[config.mk]
export PLATFORM = sky130hd
export DESIGN_NAME = pattern_line_sequencer
export DESIGN_NICKNAME = d
export VERILOG_FILES = /design/src/rtl/pattern_line_sequencer.sv
export SDC_FILE = /design/constraint.sdc
export NUM_CORES = 1
export LEC_CHECK = 0
export ABC_AREA = 1
export CAP_MARGIN = 20
export CORE_ASPECT_RATIO = 2
export CORE_UTILIZATION = 25
export CTS_BUF_LIST = sky130_fd_sc_hd__clkbuf_16
export DETAILED_ROUTE_END_ITERATION = 8
export SYNTH_ARGS = -nofsm -noshare
export SYNTH_HDL_FRONTEND = slang
export SYNTH_SLANG_ARGS = --single-unit
[constraint.sdc]
create_clock -name clk -period 1.6 [get_ports clk]
set_clock_uncertainty 0.2 [all_clocks]
set_input_delay 0.4 -clock clk [delete_from_list [all_inputs] [get_ports clk]]
set_output_delay 0.4 -clock clk [all_outputs]
set_load 0.01 [all_outputs]
[src/rtl/pattern_line_sequencer.sv]
// Line/frame timing source: emits pixels row-major over valid/ready,
// pulses newLine after each line and endFrame once per completed frame.
module pattern_line_sequencer #(
    parameter int PIXELS_PER_LINE = 32,
    parameter int LINES_PER_FRAME = 24,
    parameter int HBLANK          = 4,
    parameter int COL_W           = 5,
    parameter int ROW_W           = 5
) (
    input  logic             clk,
    input  logic             rst,
    input  logic             enb,
    input  logic             start,
    input  logic             pixel_ready,
    output logic             pixel_valid,
    output logic [COL_W-1:0] col,
    output logic [ROW_W-1:0] row,
    output logic             newLine,
    output logic             endFrame,
    output logic             busy
);

    localparam int HB_W = (HBLANK > 1) ? $clog2(HBLANK) : 1;
    localparam logic [COL_W-1:0] COL_LAST = COL_W'(PIXELS_PER_LINE - 1);
    localparam logic [ROW_W-1:0] ROW_LAST = ROW_W'(LINES_PER_FRAME - 1);
    localparam logic [HB_W-1:0]  HB_LAST  = HB_W'(HBLANK - 1);

    typedef enum logic [1:0] {
        S_IDLE,
        S_ACTIVE,
        S_HBLANK,
        S_FRAME_END
    } state_t;

    state_t            state, state_nxt;
    logic [COL_W-1:0]  col_nxt;
    logic [ROW_W-1:0]  row_nxt;
    logic [HB_W-1:0]   hb_cnt, hb_nxt;

    always_ff @(posedge clk or posedge rst) begin
        if (rst) begin
            state  <= S_IDLE;
            col    <= '0;
            row    <= '0;
            hb_cnt <= '0;
        end else begin
            state  <= state_nxt;
            col    <= col_nxt;
            row    <= row_nxt;
            hb_cnt <= hb_nxt;
        end
    end

    // enb low overrides every transition, including the last-pixel accept
    always_comb begin
        state_nxt = state;
        col_nxt   = col;
        row_nxt   = row;
        hb_nxt    = hb_cnt;
        if (!enb) begin
            state_nxt = S_IDLE;
            col_nxt   = '0;
            row_nxt   = '0;
            hb_nxt    = '0;
        end else begin
            case (state)
                S_IDLE: begin
                    if (start) begin
                        state_nxt = S_ACTIVE;
                        col_nxt   = '0;
                        row_nxt   = '0;
                    end
                end
                S_ACTIVE: begin
                    if (pixel_valid && pixel_ready) begin
                        if (col == COL_LAST) begin
                            col_nxt   = '0;
                            hb_nxt    = '0;
                            state_nxt = S_HBLANK;
                        end else begin
                            col_nxt = col + 1'b1;
                        end
                    end
                end
                S_HBLANK: begin
                    hb_nxt = hb_cnt + 1'b1;
                    if (hb_cnt == HB_LAST) begin
                        hb_nxt = '0;
                        if (row == ROW_LAST) begin
                            state_nxt = S_FRAME_END;
                        end else begin
                            row_nxt   = row + 1'b1;
                            state_nxt = S_ACTIVE;
                        end
                    end
                end
                S_FRAME_END: begin
                    state_nxt = S_IDLE;
                    col_nxt   = '0;
                    row_nxt   = '0;
                end
                default: begin
                    state_nxt = S_IDLE;
                end
            endcase
        end
    end

    assign pixel_valid = (state == S_ACTIVE);
    assign newLine     = (state == S_HBLANK) && (hb_cnt == '0);
    assign endFrame    = (state == S_FRAME_END);
    assign busy        = (state != S_IDLE);

endmodule
* Word level (Yosys, flattened, before mapping)
Cells that the tools add are included.
Word-level totals: bits in registers 14, latch bits 0, bits in writable memories 0, memory bits (read-only) 0, bits of input ports 5, output and inout bits 14, word-level logic and storage cells 51, memories kept 0
Operators by class: add/subtract/negate cells 3, $mul 0, div/mod/pow operators 0, magnitude comparators 0, equal/unequal tests 14, shifts and indexed selects 0, mux-type cells 21, bitwise logic cells 0, reductions and logical operators 9
Operators by type and width (number):
- 5-bit 2-to-1 mux | 7
- 5-bit case mux with 3 select lines | 2
- 2-bit 2-to-1 mux | 10
- 5-bit by 1-bit adder with 5-bit output, second input constant | 2
- 5-bit == test, second input constant | 2
- 3-bit inequality test, second input constant | 3
- 4-bit by 1-bit inequality test with 1-bit output, second input constant | 2
- 2-bit case mux with 4 select lines | 1
- 4-bit AND reduction | 2
- 2-bit == test, second input constant | 3
- 3-bit by 2-bit inequality test with 1-bit output, second input constant | 2
- 3-bit AND reduction | 2
- 2-bit logical NOT | 2
- 2-bit case mux with 2 select lines | 1
- 3-bit by 1-bit inequality test with 1-bit output, second input constant | 1
- 2-bit by 1-bit adder with 2-bit output, second input constant | 1
- 2-bit by 1-bit == test with 1-bit output, second input constant | 1
- 1-bit logical AND | 2
- 2-bit nonzero test | 1

* Depth between registers and ports, before layout
Gate-level depths: netlist (run 1).
depth after elaboration 5, gate-level depth with buffers 10, gate-level depth less buffers 10

* Worst setup path before layout (run 1)
Ideal clock, no wire load.
kind register -> register, start reg state[1], end reg col[0], library setup time 0.119 ns, arrival 1.345 ns, data required time 1.281 ns, slack -0.063 ns, stages on the path, launching flop included 9, buffers on the path 0, clock period less this slack 1.663 ns, path through dfrtp_1 inv_1 ha_1 inv_1 nand3_1 nand2_1 nor2_1 o21ai_0 o21a_1
On the way: word-level cells in the longest chain between the ends 4, elaborated cells between the ends (all ways) 10, those cells by class eq/ne: 5; mux: 2; reduce/logical: 3
RTL lines:
- from (decl) | line 35 | state_t state, state_nxt;
- from (signal assigned) | line 47 | state <= state_nxt;
- 2-bit by 1-bit == test with 1-bit output * | line 109 | assign pixel_valid = (state == S_ACTIVE);
- named net pixel_valid | line 15 | output logic pixel_valid,
- 1-bit logical AND | line 75 | if (pixel_valid && pixel_ready) begin
- 3-bit by 2-bit inequality test with 1-bit output (no source line)
- 3-bit AND reduction (no source line)
- to (signal assigned) | line 48 | col <= col_nxt;
- to (decl) | line 16 | output logic [COL_W-1:0] col,
Mark *: on every way through the listed nets, which the timed path passes. The rest lies on a longest branch. A chain may end at the register's enable or synchronous reset.

* Final worst setup path (run 1)
start reg state[1], end out newLine
On the way: word-level cells in the longest chain between the ends 2
RTL lines:
- 2-bit == test | line 110 | assign newLine = (state == S_HBLANK) && (hb_cnt == '0);
- 1-bit logical AND | line 110
- to (decl) | line 18 | output logic newLine,
Every way passes these cells.

==> impl_metrics.ini, run 1 <==
[status]
status = finished with violations
violations = negative setup slack

[timing]
worst_pin_slew_ps = 553
finalSetupTns_ps = -1150
worst_slack_ps = -161
fin_crit_ps = 1760
slew_headroom_pct = 63.1
slew_viol_final = 0
fmax_mhz = 568
setup_viol = 17
rsz0062_at_grt = true
finalHoldViolations = 0
timing.final.crit_share_pct = 110

[flow_run]
drv_cap = 0

[synth]
synth_area_sq_um = 967
ys_warn_count = 0
yosysSeqAreaShare_pct = 36.2
synth_nets = 146
synthDistinctLibCells = 22
ys_ff_latch = 14
synthCells = 132
syn_area_per_cell_sq_um = 7.33

[die]
ios = 19
initial_utilization_pct = 26.5
core_area_sq_um = 3650
die_area_sq_um = 4140
die_h_microns = 90.0
die_w_microns = 46.0
num_rows = 31

[worst_setup_path]
crit_path_max_incr_delay_ps = 390
cp-start-kind = register
arrival_ps = 1160
path_class = register to primary output
slowest_stage = dfrtp_1
cpLargestDelayFamily = flip-flops
end_kind = primary output
cp_cell_sequence = buf_6, ha_4, nand2_1, inv_1, buf_2
crit_required_ps = 1000
crit_fanout = 3
rrSetupSlack_ps = -100
path_buf_inv = 3

[grt]
grt_pass1_vias = 1067
track_usage_pct = 15.4
grt_max_degree = 15
grt_pass1_wl_microns = 4660
overflow = 0
antenna_found_initial = 0

[finish]
final.fill_count = 351
stdcell_count = 234
nets = 201
drive_gt1_share_pct = 50.3
antenna_cells = 0
final_common_cell = buf_4
area_delta_synth_final_pct = 86.4
final_cell_mix = buf_4, nand2_1, dfrtp_1, inv_1

[place]
dp.cells = 220
place_ws_ps = -432
io_buffers = 18
gp_congestion = 0.764
dpl.hpwl_microns = 1900

[detailed_routing]
avgViaCountPerCell = 4.47
wl_per_cell_microns = 12.5
first_iter_violations = 16
drc_errors = 0
num_vias = 1045
first_pass_iters = 4
wl_microns = 2920
drt.antenna.violating_nets = 0

[cts]
clk_latency_ps = 250
cts_tree = yes
clockBufferDepth = 2
cts_buffers = 3
cts_root_buf = clkbuf_16
cts_htree_levels = 1
path_clk_slew_ps = 50
ctsHoldBuffers = 0
cts_num_sinks = 14

[power]
power.leakage_nw = 0.898
p_per_area_nw_per_um2 = 1410
peakVddDrop_mv = 0.873

[hold_path]
hold_class = input pin to async pin
[logic make-up (layout without fill, tap and decap cells)]
family / count (synthesis) / after routing / synth area share (%)
AOI/OAI and AO/OA: 15 / 15 / 9.70
and+or+nand+nor: 74 / 74 / 33.9
adders and majority gates: 9 / 9 / 11.6
buffers and inverters: 20 / 73 / 8.54
DFF: 14 / 14 / 36.2
[metal layers]
| metal | GRT usage, % | wire length (microns) | up-vias |
|---|---|---|---|
| li1 | - | - | 528 |
| met1 | 15.4 | 979 | 479 |
| met2 | 27.0 | 1770 | 27 |
| met3 | 2.21 | 69 | 11 |
| met4 | 9.80 | 102 | 0 |
| met5 | 0 | 0 | - |
[final timing paths]
path                       startpoint   endpoint  cells past startpoint
min                               rst     col[4]                      3
min in group clk            hb_cnt[0]  hb_cnt[0]                      3
min reg2reg                 hb_cnt[0]  hb_cnt[0]                      3
max                          state[1]    newLine                      5
max in group asynchronous         rst     row[2]                      3
max reg2reg                  state[0]     col[2]                     10
[sequential cells by signal, indices dropped and copies added (netlist names)]
name	cells
row	5
hb_cnt	2
col	5
state	2
[cells in the mapped netlist, drive strengths merged]
cell / n / area [sq um]
o21bai: 1 / 7.51
nand3b: 1 / 7.51
nor3: 1 / 5.00
buf: 1 / 11.3
dfrtp: 14 / 350
o211ai: 1 / 7.51
nor2: 17 / 66.3
a21oi: 2 / 10.0
o21ai: 10 / 61.3
nand4: 1 / 6.26
nand2: 42 / 178
inv: 19 / 71.3
ha: 9 / 113
o21a: 1 / 7.51
nand3: 12 / 65.1
[report_power, final]
group | total (mW) | switching (mW) | internal (mW) | leakage, nW
Sequential | 0.451 | 0.0385 | 0.413 | 0.192
Combinational | 1.62 | 0.851 | 0.770 | 0.669
Clock | 0.476 | 0.148 | 0.327 | 0.0370
Total | 2.55 | 1.04 | 1.51 | 0.898
[cell type report]
type                    count  area [sq um]  share of cell area [%]
clock buffers               3          75.1                    4.16
inverters                  19          76.3                    4.23
multi-input cells          98           808                    44.8
flip-flops and latches     14           350                    19.4
well taps                  49          61.3                    3.40
repair buffers             51           432                    23.9
[through the flow]
step / hold slack, ps / power (mW) / util, % / area [sq um]
floorplan: 89.2 / 1.00 / - / 977
global placement: 317 / 1.45 / 37.6 / 1370
finish: 256 / 2.55 / 49.5 / 1800
global route: 282 / 2.72 / 49.5 / 1800
CTS: 266 / 2.35 / 45.9 / 1670
detailed placement: 319 / 1.45 / 37.6 / 1370
[worst register-to-register path: stages (launching register included)]
cell	delay, ps
dfrtp_1	390
buf_6	130
ha_4	160
buf_6	120
nand2_4	80
inv_4	60
nand2_4	80
buf_4	120
nand3_4	80
a21oi_2	110
nor2_1	50
[timing repair]
| item | in CTS | in global routing |
|---|---|---|
| endpoints found under the setup margin | 28 | 20 |
| pin swaps | 28 | 23 |
| cloned | 0 | 0 |
| setup buffers | 7 | 4 |
| hold endpoints to repair | 0 | 0 |
| resized for setup | 82 | 29 |
Power figures use the tool's default switching activity.
==> run 2: changes to the inputs <==
Settings changed: CORE_ASPECT_RATIO 2 to not set.
==> run 2 against run 1 <==
  * The flow still finishes with violations (negative setup slack)
  * Sequential power barely moved
  * Clock power barely moved
  * Setup slack got worse by 14 ps
  * Critical path type unchanged
  * Critical endpoint unchanged
  * Highest routed layer unchanged
==> impl_metrics.ini, run 2 (synthesis results as in run 1) <==
[finish]
final.fill_count = 363
drive_gt1_share_pct = 45.5
final_common_cell = nand2_1
final_cell_mix = nand2_1, buf_4, dfrtp_1, nor2_1, inv_1
fin_util_pct = 48.3
area_delta_synth_final_pct = 84.1
nets = 205
stdcell_area_sq_um = 1780
antenna_cells = 0
stdcell_count = 237
top_regs = col (5), row (5)

[timing]
fin_crit_ps = 1780
whs_ps = 252
setup_viol = 18
rsz0062_at_grt = true
finalHoldViolations = 0
slew_headroom_pct = 69.7
timing.final.crit_share_pct = 111
worst_slack_ps = -175
slew_viol_final = 0
fmax_mhz = 563
finalSetupTns_ps = -1830
worst_pin_slew_ps = 454

[detailed_routing]
first_iter_violations = 23
first_pass_iters = 4
num_vias = 1048
drt.antenna.violating_nets = 0
drc_errors = 0
wl_per_cell_microns = 11.8
wl_microns = 2800
avgViaCountPerCell = 4.42

[power]
p_int_mw = 1.55
peakVddDrop_mv = 0.861
seq_power_share_pct = 17.4
p_clk_share_pct = 18.4
power_switching_mw = 1.02
power_mw = 2.58
switching_share_pct = 39.7
p_per_area_nw_per_um2 = 1450
combPwrFrac_pct = 64.2
power.leakage_nw = 0.911

[die]
initial_utilization_pct = 26.2
die_area_sq_um = 4120
core_area_sq_um = 3690
num_rows = 22
die_w_microns = 64.2
die_h_microns = 64.2
ios = 19

[place]
placed_area_sq_um = 1360
io_buffers = 18
dpl.hpwl_microns = 1730
place_ws_ps = -440
dp.cells = 218
gp_congestion = 0.795

[worst_setup_path]
slowest_stage = dfrtp_1
crit_required_ps = 1000
crit_fanout = 2
cp-start-kind = register
arrival_ps = 1180
rrSetupSlack_ps = -150
end_kind = primary output
path_buf_inv = 3
cp_cell_sequence = buf_4, ha_4, nand2_1, inv_1, buf_2
cpLargestDelayFamily = flip-flops
crit_path_max_incr_delay_ps = 380
path_class = register to primary output

[grt]
grt_pass1_vias = 1036
antenna_found_initial = 0
track_usage_pct = 15.1
overflow = 0
grt_pass1_wl_microns = 4680
grt_max_degree = 15

[cts]
cts_buffers = 3
cts_htree_levels = 1
ctsHoldBuffers = 0
cts_tree = yes
clockBufferDepth = 2
cts_num_sinks = 14
cts_root_buf = clkbuf_16
clk_latency_ps = 240
path_clk_slew_ps = 50

[status]
violations = negative setup slack
status = finished with violations

[flow_run]
drv_cap = 0

[hold_path]
hold_class = input pin to async pin
==> run 2: cell types whose count changed in the layout (fill, tap and decap cells not counted), sizes merged <==
cell	previous run	this run
buf	37	41
==> run 2: tightest hold or removal path, delay by kind of cell <==
kind	cells	cell delay, ps
buffers and inverters	3	660
==> run 2: power by group through the flow <==
stage	Sequential (mW)	Combinational [mW]	Clock, mW
floorplan	0.482	0.521	0
global placement	0.460	1.01	0
detailed placement	0.460	1.01	0
CTS	0.448	1.49	0.491
global route	0.459	1.80	0.507
finish	0.449	1.65	0.474
==> run 2: timing repair <==
action                                  in CTS  in global routing
endpoints found under the setup margin      28                 21
hold endpoints to repair                     0                  0
pin swaps                                   19                 10
gates resized for setup                     87                 13
cloned                                       0                  0
buffers inserted                             9                  7
==> run 2: layout make-up <==
cell class / count / area [sq um] / area share (%)
Sequential cell: 14 / 350 / 19.7
Timing Repair Buffer: 55 / 465 / 26.1
Multi-Input combinational cell: 98 / 741 / 41.6
Inverter: 19 / 88.8 / 4.99
Tap cell: 48 / 60.1 / 3.37
Clock buffer: 3 / 75.1 / 4.22
==> run 2: final timing paths <==
check                              start        to  depth (start not counted)
worst max-delay path            state[1]   newLine                          5
worst min register to register    col[2]    col[2]                          2
max in group asynchronous            rst    row[0]                          3
worst max register to register  state[1]  state[1]                         12
min in group clk                  col[2]    col[2]                          2
worst min-delay path                 rst    col[1]                          3
==> run 2: layer usage <==
metal  vias to the layer above  wire (microns)  global-route usage (%)
met3                         6              56                    2.86
li1                        533               -                       -
met5                         -               0                       0
met1                       494            1220                    18.2
met4                         0              88                    10.3
met2                        15            1430                    24.2
